<file path="config.mk">
export PLATFORM = sky130hd
export DESIGN_NAME = sms_psg_audio_out_flat
export DESIGN_NICKNAME = d
export VERILOG_FILES = /design/src/rtl/sms_psg_audio_out_if.sv /design/src/rtl/sms_psg_audio_out.sv /design/src/flat_wrapper.sv
export SDC_FILE = /design/constraint.sdc
export NUM_CORES = 1
export LEC_CHECK = 0
export ABC_AREA = 1
export CAP_MARGIN = 20
export CORE_UTILIZATION = 50
export DETAILED_ROUTE_END_ITERATION = 7
export PLACE_DENSITY_LB_ADDON = 0.12
export SYNTH_ARGS = -nofsm -noshare
export SYNTH_HDL_FRONTEND = slang
export SYNTH_SLANG_ARGS = --single-unit
export TNS_END_PERCENT = 50
</file>
<file path="constraint.sdc">
create_clock -name MCLK -period 4.35 [get_ports MCLK]
set_clock_uncertainty 0.15 [all_clocks]
set_input_delay 0.6525 -clock MCLK [delete_from_list [all_inputs] [get_ports MCLK]]
set_output_delay 0.6525 -clock MCLK [all_outputs]
set_load 0.02 [all_outputs]
</file>
<file path="src/rtl/sms_psg_audio_out_if.sv">
// rtl/sms_psg_audio_out_if.sv - PSG mix input, sample output and I2S pins of the PSG audio stage
interface sms_psg_audio_out_if;
  logic [15:0] PSG;
  logic        MUTE;
  logic [15:0] SAMPLE_o;
  logic        SAMPLE_VALID;
  logic        I2S_BCLK;
  logic        I2S_LRCK;
  logic        I2S_DATA;

  // Source side: drives the PSG mix and mute, receives samples and I2S pins
  modport master (
    output PSG,
    output MUTE,
    input  SAMPLE_o,
    input  SAMPLE_VALID,
    input  I2S_BCLK,
    input  I2S_LRCK,
    input  I2S_DATA
  );

  // Audio stage side
  modport slave (
    input  PSG,
    input  MUTE,
    output SAMPLE_o,
    output SAMPLE_VALID,
    output I2S_BCLK,
    output I2S_LRCK,
    output I2S_DATA
  );
endinterface

</file>
<file path="src/rtl/sms_psg_audio_out.sv">
// rtl/sms_psg_audio_out.sv - PSG box-car decimator, DC blocker and mono-duplicated I2S serializer
module sms_psg_audio_out #(
  parameter int BCLK_HALF = 8,
  parameter int DC_SHIFT  = 10
) (
  input logic                MCLK,
  input logic                RESET,
  sms_psg_audio_out_if.slave bus
);
  localparam int DECIM    = 128 * BCLK_HALF;
  localparam int L        = $clog2(DECIM);
  localparam int BCLK_BIT = $clog2(BCLK_HALF);
  localparam int SLOT_LSB = BCLK_BIT + 1;
  localparam int AW       = 16 + L;

  logic [L-1:0]       fc_q, fc_d;
  logic [AW-1:0]      acc_q, acc_d, acc_sum;
  logic [15:0]        avg_q;
  logic               avg_vld_q;
  logic signed [15:0] x_prev_q, y_prev_q;
  logic signed [15:0] x_c, y_c, y_leak;
  logic signed [18:0] y_wide;
  logic [15:0]        sample_q, tx_q;
  logic               valid_q, bclk_q, lrck_q, data_q;
  logic               data_d, frame_last, frame_first, dc_load;
  logic [4:0]         slot;
  logic [3:0]         bit_idx;

  // Frame timing, decimation sum, DC-blocker arithmetic and serial bit selection
  always_comb begin
    fc_d        = fc_q + L'(1);
    frame_last  = (fc_q == L'(DECIM - 1));
    frame_first = (fc_q == '0);
    acc_sum     = acc_q + AW'(bus.PSG);
    acc_d       = frame_last ? '0 : acc_sum;

    // Unsigned midscale 0x8000 becomes signed zero
    x_c    = {~avg_q[15], avg_q[14:0]};
    y_leak = y_prev_q >>> DC_SHIFT;
    // 19 bits hold the worst case of a full-scale step plus the leaky state
    y_wide = {{3{x_c[15]}}, x_c} - {{3{x_prev_q[15]}}, x_prev_q}
           + {{3{y_prev_q[15]}}, y_prev_q} - {{3{y_leak[15]}}, y_leak};
    if (DC_SHIFT == 0)
      y_c = x_c;
    else if (y_wide > 19'sd32767)
      y_c = 16'sh7FFF;
    else if (y_wide < -19'sd32768)
      y_c = 16'sh8000;
    else
      y_c = y_wide[15:0];

    // Nothing is loaded until one complete window has been averaged
    dc_load = frame_first & avg_vld_q;

    // Slot 0 is the I2S one-bit delay, word occupies slots 1..16 MSB first
    slot    = fc_q[L-2:SLOT_LSB];
    bit_idx = 4'(5'd16 - slot);
    data_d  = 1'b0;
    if (slot >= 5'd1 && slot <= 5'd16)
      data_d = tx_q[bit_idx];
  end

  // State update: counter, accumulator, DC state, output sample, tx word and I2S pins
  always_ff @(posedge MCLK) begin
    if (RESET) begin
      fc_q      <= '0;
      acc_q     <= '0;
      avg_q     <= '0;
      avg_vld_q <= 1'b0;
      x_prev_q  <= '0;
      y_prev_q  <= '0;
      sample_q  <= '0;
      valid_q   <= 1'b0;
      tx_q      <= '0;
      bclk_q    <= 1'b0;
      lrck_q    <= 1'b0;
      data_q    <= 1'b0;
    end else begin
      fc_q    <= fc_d;
      acc_q   <= acc_d;
      valid_q <= dc_load;
      bclk_q  <= fc_q[BCLK_BIT];
      lrck_q  <= fc_q[L-1];
      data_q  <= data_d;
      if (frame_last) begin
        avg_q     <= acc_sum[AW-1:L];
        avg_vld_q <= 1'b1;
        tx_q      <= bus.MUTE ? 16'h0000 : sample_q;
      end
      // DC state tracks the input even while muted so unmute is step-free
      if (dc_load) begin
        x_prev_q <= x_c;
        y_prev_q <= y_c;
        sample_q <= bus.MUTE ? 16'h0000 : y_c;
      end
    end
  end

  assign bus.SAMPLE_o     = sample_q;
  assign bus.SAMPLE_VALID = valid_q;
  assign bus.I2S_BCLK     = bclk_q;
  assign bus.I2S_LRCK     = lrck_q;
  assign bus.I2S_DATA     = data_q;
endmodule
</file>
<file path="src/flat_wrapper.sv">
// flat-port wrapper written by rule: the top's interface ports become plain ports
module sms_psg_audio_out_flat 
#(
  parameter int BCLK_HALF = 8,
  parameter int DC_SHIFT  = 10
)
  (MCLK, RESET, bus_PSG, bus_MUTE, bus_SAMPLE_o, bus_SAMPLE_VALID, bus_I2S_BCLK, bus_I2S_LRCK, bus_I2S_DATA);
  sms_psg_audio_out_if bus_i ();
  input logic MCLK;
  input logic RESET;
  input wire logic [$bits(bus_i.PSG)-1:0] bus_PSG;
  input wire logic [$bits(bus_i.MUTE)-1:0] bus_MUTE;
  output wire logic [$bits(bus_i.SAMPLE_o)-1:0] bus_SAMPLE_o;
  output wire logic [$bits(bus_i.SAMPLE_VALID)-1:0] bus_SAMPLE_VALID;
  output wire logic [$bits(bus_i.I2S_BCLK)-1:0] bus_I2S_BCLK;
  output wire logic [$bits(bus_i.I2S_LRCK)-1:0] bus_I2S_LRCK;
  output wire logic [$bits(bus_i.I2S_DATA)-1:0] bus_I2S_DATA;
  assign bus_i.PSG = bus_PSG;
  assign bus_i.MUTE = bus_MUTE;
  assign bus_SAMPLE_o = bus_i.SAMPLE_o;
  assign bus_SAMPLE_VALID = bus_i.SAMPLE_VALID;
  assign bus_I2S_BCLK = bus_i.I2S_BCLK;
  assign bus_I2S_LRCK = bus_i.I2S_LRCK;
  assign bus_I2S_DATA = bus_i.I2S_DATA;
  sms_psg_audio_out #(.BCLK_HALF(BCLK_HALF), .DC_SHIFT(DC_SHIFT)) u_core (.MCLK(MCLK), .RESET(RESET), .bus(bus_i));
endmodule
</file>
After elaboration in Yosys (flattened, before gate mapping):

Cells that the tools add are included.

* register bits after elaboration: 121
* input bits: 19
* output and inout bits: 20
* logic and storage cells: 37

* $add $sub $neg: 6
* magnitude comparators: 5
* equal/unequal tests: 1
* mux-type cells: 6
* bitwise logic cells: 3
* reductions and logical operators: 4

Operators by type and width (count)
* two-way mux 16 bit: 4
* adder 26 x 16 -> 26 bit: 1
* adder 19 bit: 1
* greater-than comparator 19 x 16 -> 1 bit, second input constant: 1
* < comparator 19 x 16 -> 1 bit, second input constant: 1
* subtractor 19 bit: 1
* subtractor 16 x 16 -> 17 bit: 1
* adder 10 x 1 -> 10 bit, second input constant: 1
* == test 10 bit, second input constant: 1
* logical NOT 10 bit: 1
* greater-or-equal comparator 5 x 1 -> 1 bit, second input constant: 1
* less-or-equal comparator 5 bit, second input constant: 1
* < comparator 4 x 5 -> 1 bit, second input constant: 1
* binary-select mux 1 bit (select 4 bit): 1
* OR reduction 2 bit: 2
* subtractor 1 x 4 -> 4 bit, first input constant: 1
* NOT 1 bit: 2
* bitwise AND 1 bit: 1
* logical AND 1 bit: 1
* two-way mux 1 bit: 1

Longest topological paths before layout:

Gate-level depths: netlist of run 1.

* depth in word-level cells: 8
* depth in mapped cells: 30
* mapped depth without buffers: 29

Worst setup path before layout of run 1:

Ideal clock, no wire load.

* path kind: register to register
* start point: reg u_core.avg_q[0]
* end point: reg u_core.y_prev_q[6]
* library setup time: 0.109 ns
* data arrival time: 3.861 ns
* data required time: 4.091 ns
* path slack: 0.230 ns
* cell stages (with the launch flop): 29
* buffers on the path: 1
* period minus slack after synthesis: 4.120 ns
* path through: dfxtp_1 -> inv_1 -> ha_1 -> fa_1 -> inv_1 -> a31oi_1 -> o21bai_1 -> nand2_1 -> a21oi_1 -> nand3_1 -> nand2_1 -> xor2_1 -> fa_1 -> ha_1 -> nand2_1 -> inv_1 -> a21oi_1 -> nor2_1 -> nor2_1 -> nand2_1 -> nand2_1 -> nand2_1 -> nand3_2 -> nand2_4 -> buf_12 -> nand3_2 -> nand3_1 -> nand2_1 -> inv_1

* word-level cells in the longest chain between the ends: 6
* elaborated cells on any way between the ends: 7
* those cells by class: add/sub: 3; order compare: 2; mux: 2

Ends and longest elaborated chain
* start, declared: line sms_psg_audio_out.sv:18 `logic [15:0] avg_q;`
* start signal, assigned: line sms_psg_audio_out.sv:86 `avg_q <= acc_sum[AW-1:L];`
* subtractor 16 x 16 -> 17 bit (*): line sms_psg_audio_out.sv:41 `y_wide = {{3{x_c[15]}}, x_c} - {{3{x_prev_q[15]}}, x_prev_q}`
* adder 19 bit (*): line sms_psg_audio_out.sv:42 `+ {{3{y_prev_q[15]}}, y_prev_q} - {{3{y_leak[15]}}, y_leak};`
* subtractor 19 bit (*): line sms_psg_audio_out.sv:42
* < comparator 19 x 16 -> 1 bit: line sms_psg_audio_out.sv:47 `else if (y_wide < -19'sd32768)`
* two-way mux 16 bit: line sms_psg_audio_out.sv:47
* two-way mux 16 bit (*): line sms_psg_audio_out.sv:45 `else if (y_wide > 19'sd32767)`
* end signal, assigned: line sms_psg_audio_out.sv:93 `y_prev_q <= y_c;`
* end, declared: line sms_psg_audio_out.sv:20 `logic signed [15:0] x_prev_q, y_prev_q;`

Mark *: on every way between the ends. The rest lies on a longest branch, timed or not.
A chain may end at the register's enable or synchronous reset.

Worst setup path after layout of run 1:

* start point: reg u_core.avg_q[0]
* end point: reg u_core.sample_q[2] (netlist: u_core.bus.SAMPLE_o[2])

* word-level cells in the longest chain between the ends: 7
* elaborated cells on any way between the ends: 8
* those cells by class: add/sub: 3; order compare: 2; mux: 3

Ends and longest elaborated chain
* subtractor 16 x 16 -> 17 bit (*): line sms_psg_audio_out.sv:41
* adder 19 bit (*): line sms_psg_audio_out.sv:42
* subtractor 19 bit (*): line sms_psg_audio_out.sv:42
* < comparator 19 x 16 -> 1 bit: line sms_psg_audio_out.sv:47
* two-way mux 16 bit: line sms_psg_audio_out.sv:47
* two-way mux 16 bit (*): line sms_psg_audio_out.sv:45
* two-way mux 16 bit (*): line sms_psg_audio_out.sv:94 `sample_q <= bus.MUTE ? 16'h0000 : y_c;`
* end signal, assigned: line sms_psg_audio_out.sv:94
* end, declared: line sms_psg_audio_out.sv:23 `logic [15:0] sample_q, tx_q;`

Marked as above.

==> results of run 1 <==
==> sequential cells by signal (all words and copies together), names as in the netlist <==
signal	count
u_core.bus.I2S_BCLK	1
u_core.y_prev_q	16
u_core.avg_q	16
u_core.avg_vld_q	1
u_core.bus.SAMPLE_o	16
u_core.bus.I2S_DATA	1
u_core.x_prev_q	16
u_core.fc_q	10
u_core.acc_q	26
u_core.bus.I2S_LRCK	1
u_core.tx_q	16
u_core.bus.SAMPLE_VALID	1
==> cell families after synthesis <==
logic type | count (synthesis) | share of synthesized area [%]
and+or+nand+nor | 467 | 26.7
xor gates and xnor gates | 42 | 4.76
AOI/OAI and AO/OA | 186 | 13.4
DFF | 121 | 31.4
adders and majority gates | 77 | 14.1
buffers and inverters | 184 | 9.56
==> per-layer routing <==
metal | GRT usage [%] | up-vias
li1 | - | 3598
met1 | 32.4 | 3225
met2 | 40.1 | 125
met3 | 3.74 | 26
met4 | 7.51 | 0
met5 | 0 | -
==> through the flow <==
stage,cells,worst slack (ns)
finish,1328,0.131
CTS,1319,-0.0525
global route,1328,-0.178
floorplan,1077,0.230
global placement,1287,0.0360
detailed placement,1287,-0.0241
==> cells in the final DEF (no fill, tap or decap), types with 17 or more instances in the layout <==
| master | Yosys | layout |
|---|---|---|
| nand2_1 | 255 | 231 |
| o21ai_0 | 63 | 60 |
| clkbuf_16 | 0 | 18 |
| a21oi_1 | 84 | 69 |
| xor2_1 | 25 | 24 |
| inv_1 | 148 | 139 |
| nor2_1 | 70 | 67 |
| nand3_1 | 78 | 66 |
| clkdlybuf4s50_1 | 0 | 38 |
| dfxtp_1 | 121 | 117 |
| ha_1 | 60 | 47 |
| nand3_2 | 14 | 18 |
| xnor2_1 | 17 | 17 |
| nand2_2 | 6 | 25 |
| buf_4 | 3 | 22 |
==> cell type report <==
| class | instances | area, sq um | share of cell area [%] |
|---|---|---|---|
| clock buffers | 20 | 457 | 4.82 |
| clock inverters | 12 | 140 | 1.48 |
| inverters | 152 | 578 | 6.10 |
| multi-input cells | 773 | 5050 | 53.3 |
| flip-flops and latches | 121 | 2430 | 25.6 |
| well taps | 188 | 235 | 2.48 |
| repair buffers | 62 | 591 | 6.23 |
==> where the power goes <==
group          total, W  internal, W  switching, W
clock           0.00141     0.000879      0.000530
sequential      0.00119      0.00117     0.0000245
combinational  0.000556     0.000206      0.000350
total           0.00316      0.00225      0.000904
==> what timing repair did <==
action / 4_1_cts / 5_1_grt
pin swaps: 0 / 33
gates resized for setup: 0 / 119
hold endpoints to repair: 0 / 0
hold buffers: 0 / 0
buffers inserted: 0 / 7
gates cloned: 0 / 2
setup endpoints to repair: 16 / 32
==> final timing paths <==
check                                end  slack [ns]  cells after the start
setup reg to reg  u_core.bus.SAMPLE_o[2]        0.13                     27
hold / removal            u_core.fc_q[0]        0.31                      1
hold reg to reg           u_core.fc_q[0]        0.31                      1
setup / recovery  u_core.bus.SAMPLE_o[2]        0.13                     27
==> qor.csv, run 1 <==
stage,metric,value,unit
status,outcome,completed,
yosys,yosysWarnings,0,
floorplanning,die_x,126,um
timing,setup_viol,0,
yosys,synth_edf_count,0,
clock_tree,path_clk_slew,0.06,ns
yosys,async_reset_ff_share,0,%
power,p_per_area,333,nW/um^2
clock_tree,clk_latency,0.41,ns
yosys,synth.net_count,1173,
route,wire_per_inst,14.1,um
floorplanning,ios,39,
yosys,ys_ff_latch,121,
clock_tree,cts_inserted_buffers,17,
route,initialDrtViolationCount,451,
power,ir_drop,0.278,mV
yosys,synth.distinct_cells,44,
clock_tree,clock-sinks,121,
yosys,dominantRegCellSynth,dfxtp_1,
finish,drive_gt1_share,16.4,%
clock_tree,root_buffer,clkbuf_16,
setup_path,crit_path_frequent_cell,nand2_1,
route,route.met2.wl,8.80,mm
placed_design,portBuffers,38,
route,drc,0,
yosys,yosys.area.top_type_share,31.4,%
finish,layout.nets,1223,
flow_run,drv_cap,0,
finish,final_util,62.6,%
setup_path,r2r_start,u_core.avg_q[0],
hold_path,min_from,u_core.fc_q[0],
placed_design,dpl_cell_area,8310,sq um
timing,rsz0062_at_grt,yes,
floorplanning,core-area,15100,sq um
placed_design,hpwl,13.9,mm
yosys,syn_area,7720,sq um
finish,synthToLayoutAreaGrowth,22.8,%
power,p_leak,4.40,nW
grt,grt_pass1_vias,6532,
timing,fin_crit,4.22,ns
setup_path,crit_path_top_delay_cell,fa_2,
timing,relSlewSlack,46.4,%
timing,worst_pin_slew,0.803,ns
setup_path,crit_type,register to register,
timing,period_share,97.0,%
yosys,avgSynthCellArea,7.17,sq um
setup_path,required,4.50,ns
route,wl_met3,664,um
finish,n_antenna_cell,0,
setup_path,crit_buf_inv,3,
yosys,synth_area_leaders,"dfxtp_1 31%, nand2_1 12%, ha_1 9.7%",
setup_path,end_kind,register,
route,vias,6974,
yosys,synth.most_common_cell,nand2_1,
grt,antenna_found_initial,0,
yosys,yosysTopAreaCell,dfxtp_1,
route,postRouteAntennaNets,0,
floorplanning,start_util,51.0,%
setup_path,crit_path_start,u_core.avg_q[0],
power,finalPower,0.00316,W
clock_tree,clk_path_buf_depth,2,
yosys,synth_commonest_cells,"255 x nand2_1, 148 x inv_1, 121 x dfxtp_1",
timing,drv_slew,0,
floorplanning,chipHeight,126,um
grt,grt_overflow,0,
finish,fillers,1375,
timing,hold-worst-slack,0.305,ns
floorplanning,die-area,15900,sq um
finish,fin_area,9480,sq um
timing,hold_violations,0,
setup_path,critPathArrivalTime,4.37,ns
route,drt-met1-wl,8.99,mm
setup_path,slowest_delay,0.48,ns
route,dr.pass1.iters,5,
floorplanning,rows,45,
route,viasPerCell,5.25,
placed_design,place.gp.congestion,0.869,
route,top_layer_used,met4,
yosys,ys_seq_area_share,31.4,%
clock_tree,cts-htree-levels,4,
grt,grt_max_degree,35,
setup_path,start_kind,register,
grt,track_usage,24.2,%
yosys,synth_cells,1077,
timing,fin_tns_setup,0,ns
timing,fmax,237,MHz
route,wirelength,18.8,mm
clock_tree,cts_tree,built,
setup_path,cpLargestDelayFamily,simple AND/OR/NAND/NOR gates,
hold_path,min_path_type,register to register,
grt,grt_first_pass_wirelength,31.0,mm
setup_path,worstPathMaxFanout,7,
Note: power is estimated with default switching activity, not from simulation.
==> run 2: changes to the inputs <==
Settings changed: TNS_END_PERCENT 50 to 20.
==> run 2 against run 1 <==
Effect of this change:
- critical endpoint is now u_core.y_prev_q[4]
- via count about the same
- fmax barely moved
- highest routed layer unchanged
- utilization shrank 0.12 points
- clock-buffer cell count unchanged
- die area stayed put
- sequential power hardly changed
==> qor.csv, run 2 (synthesized netlist as in run 1, its figures left out) <==
stage,metric,value,unit,change
status,outcome,completed,,
finish,drive_gt1_share,15.9,%,-0.53 points
clock_tree,path_clk_slew,0.06,ns,about the same
hold_path,min_path_type,register to register,,
clock_tree,clk_path_buf_depth,2,,unchanged
flow_run,drv_cap,0,,unchanged
placed_design,hpwl,13.9,mm,unchanged
setup_path,regToRegSetupSlack,0.13,ns,about the same
setup_path,required,4.50,ns,about the same
finish,fin_area,9460,sq um,-0.18%
route,viasPerCell,5.25,,about the same
placed_design,dp_slack,-0.0241,ns,unchanged
timing,worst_pin_slew,0.797,ns,-0.00569 ns
timing,hold_violations,0,,unchanged
floorplanning,core-area,15100,sq um,unchanged
grt,track_usage,24.2,%,unchanged
finish,final_cell_mix,"234 x nand2_1, 140 x inv_1, 117 x dfxtp_1",,
setup_path,critPathArrivalTime,4.37,ns,about the same
placed_design,portBuffers,38,,unchanged
grt,grt_pass1_vias,6532,,unchanged
finish,mostFrequentLayoutCell,nand2_1,,
finish,fin_cells,1328,,unchanged
clock_tree,cts_inserted_buffers,17,,unchanged
timing,fin_tns_setup,0,ns,unchanged
grt,grt_overflow,0,,unchanged
grt,antenna_found_initial,0,,unchanged
setup_path,worstPathMaxFanout,7,,unchanged
route,postRouteAntennaNets,0,,unchanged
timing,fmax,237,MHz,about the same
clock_tree,hold_buffers,0,,unchanged
setup_path,crit_type,register to register,,
floorplanning,rows,45,,unchanged
timing,drv_slew,0,,unchanged
placed_design,place.gp.congestion,0.869,,unchanged
clock_tree,cts-htree-levels,4,,unchanged
power,p_leak,4.39,nW,-0.29%
clock_tree,clock-sinks,121,,unchanged
power,finalPower,0.00316,W,about the same
power,power.switching,0.000905,W,+0.10%
clock_tree,root_buffer,clkbuf_16,,
power,internal_power,0.00225,W,about the same
floorplanning,die_x,126,um,unchanged
timing,rsz0062_at_grt,yes,,
timing,relSlewSlack,46.8,%,+0.38 points
setup_path,start_kind,register,,
setup_path,end_kind,register,,
route,vias,6972,,-0.029%
placed_design,dpl_cell_area,8310,sq um,unchanged
route,wirelength,18.8,mm,-0.12%
power,power_frac_clock,44.6,%,about the same
power,p_per_area,334,nW/um^2,+0.22%
timing,layout_setup_ws,0.134,ns,+0.00273 ns
finish,layout.nets,1223,,unchanged
timing,fin_crit,4.22,ns,-0.00273 ns
power,combinationalPowerShare,17.6,%,about the same
route,drc,0,,unchanged
timing,period_share,96.9,%,about the same
floorplanning,start_util,51.0,%,unchanged
grt,grt_max_degree,35,,unchanged
route,initialDrtViolationCount,454,,+0.67%
finish,n_antenna_cell,0,,unchanged
power,ir_drop,0.278,mV,-0.19%
finish,largest_register_ff_count,26,,unchanged
placed_design,dp_cells,1287,,unchanged
clock_tree,cts_tree,built,,
grt,grt_first_pass_wirelength,31.0,mm,unchanged
timing,setup_viol,0,,unchanged
finish,largest-register,u_core.acc_q,,
floorplanning,ios,39,,unchanged
finish,synthToLayoutAreaGrowth,22.6,%,
floorplanning,chipHeight,126,um,unchanged
power,switching_share,28.6,%,about the same
power,seqPwrFrac,37.8,%,about the same
floorplanning,die-area,15900,sq um,unchanged
route,wire_per_inst,14.1,um,-0.12%
route,dr.pass1.iters,5,,unchanged
clock_tree,clk_latency,0.41,ns,about the same
[run 2: path summary, 6_finish.rpt]
kind	end	depth (start not counted)	startpoint
worst max register to register	u_core.y_prev_q[4]	27	u_core.avg_q[0]
worst max-delay path	u_core.y_prev_q[4]	27	u_core.avg_q[0]
worst min-delay path	u_core.fc_q[0]	1	u_core.fc_q[0]
worst min register to register	u_core.fc_q[0]	1	u_core.fc_q[0]
[run 2: per-layer routing]
metal	up-vias	global-route usage (%)	part of all wire (%)
met5	-	0	0
met3	26	3.74	3.8
met2	136	40.1	47
met4	0	7.51	1.6
met1	3216	32.4	48
li1	3594	-	-
[run 2: worst max-delay path, cell delays in order, from the launching register on]
cell and delay (ns):
dfxtp_2 0.33, inv_2 0.05, ha_4 0.16, fa_2 0.36
inv_2 0.08, a31oi_4 0.10, o21bai_1 0.19, nand2_1 0.09
a21oi_2 0.17, nand3_1 0.10, nand2_2 0.09, xor2_2 0.17
fa_2 0.48, ha_4 0.27, nand2_4 0.09, inv_2 0.05
a21oi_2 0.13, nor2_1 0.06, nor2_1 0.16, nand2_1 0.08
nand2_2 0.10, nand2_2 0.08, nand3_4 0.17, nand2_8 0.13
nand3_4 0.09, nand3_1 0.07, nand2_1 0.07, inv_1 0.04
[run 2: through the flow]
step / util, % / hold slack [ns]
2_1_floorplan: - / 0.278
3_3_place_gp: 54.9 / 0.294
3_5_place_dp: 54.9 / 0.299
4_1_cts: 58.8 / 0.311
5_1_grt: 62.5 / 0.324
6_report: 62.5 / 0.306
[run 2: layout make-up]
type                            instances  area, sq um
Clock inverter                         12          140
Clock buffer                           20          457
Inverter                              152          578
Multi-Input combinational cell        773         5040
Tap cell                              188          235
Fill cell                            1378         5680
Sequential cell                       121         2430
Timing Repair Buffer                   62          591
[run 2: power by group through the flow]
stage / combinational [W] / sequential (W) / clock [W]
2_1_floorplan: 0.000425 / 0.00121 / 0
3_3_place_gp: 0.000545 / 0.00122 / 0
3_5_place_dp: 0.000551 / 0.00122 / 0
4_1_cts: 0.000553 / 0.00119 / 0.00143
5_1_grt: 0.000639 / 0.00120 / 0.00148
6_report: 0.000557 / 0.00119 / 0.00141
[run 2: repair_timing]
| item | 4_1_cts | 5_1_grt |
|---|---|---|
| setup buffers | 0 | 7 |
| gates cloned | 0 | 2 |
| gates resized for setup | 0 | 113 |
| pin swaps | 0 | 33 |
| setup endpoints to repair | 16 | 32 |
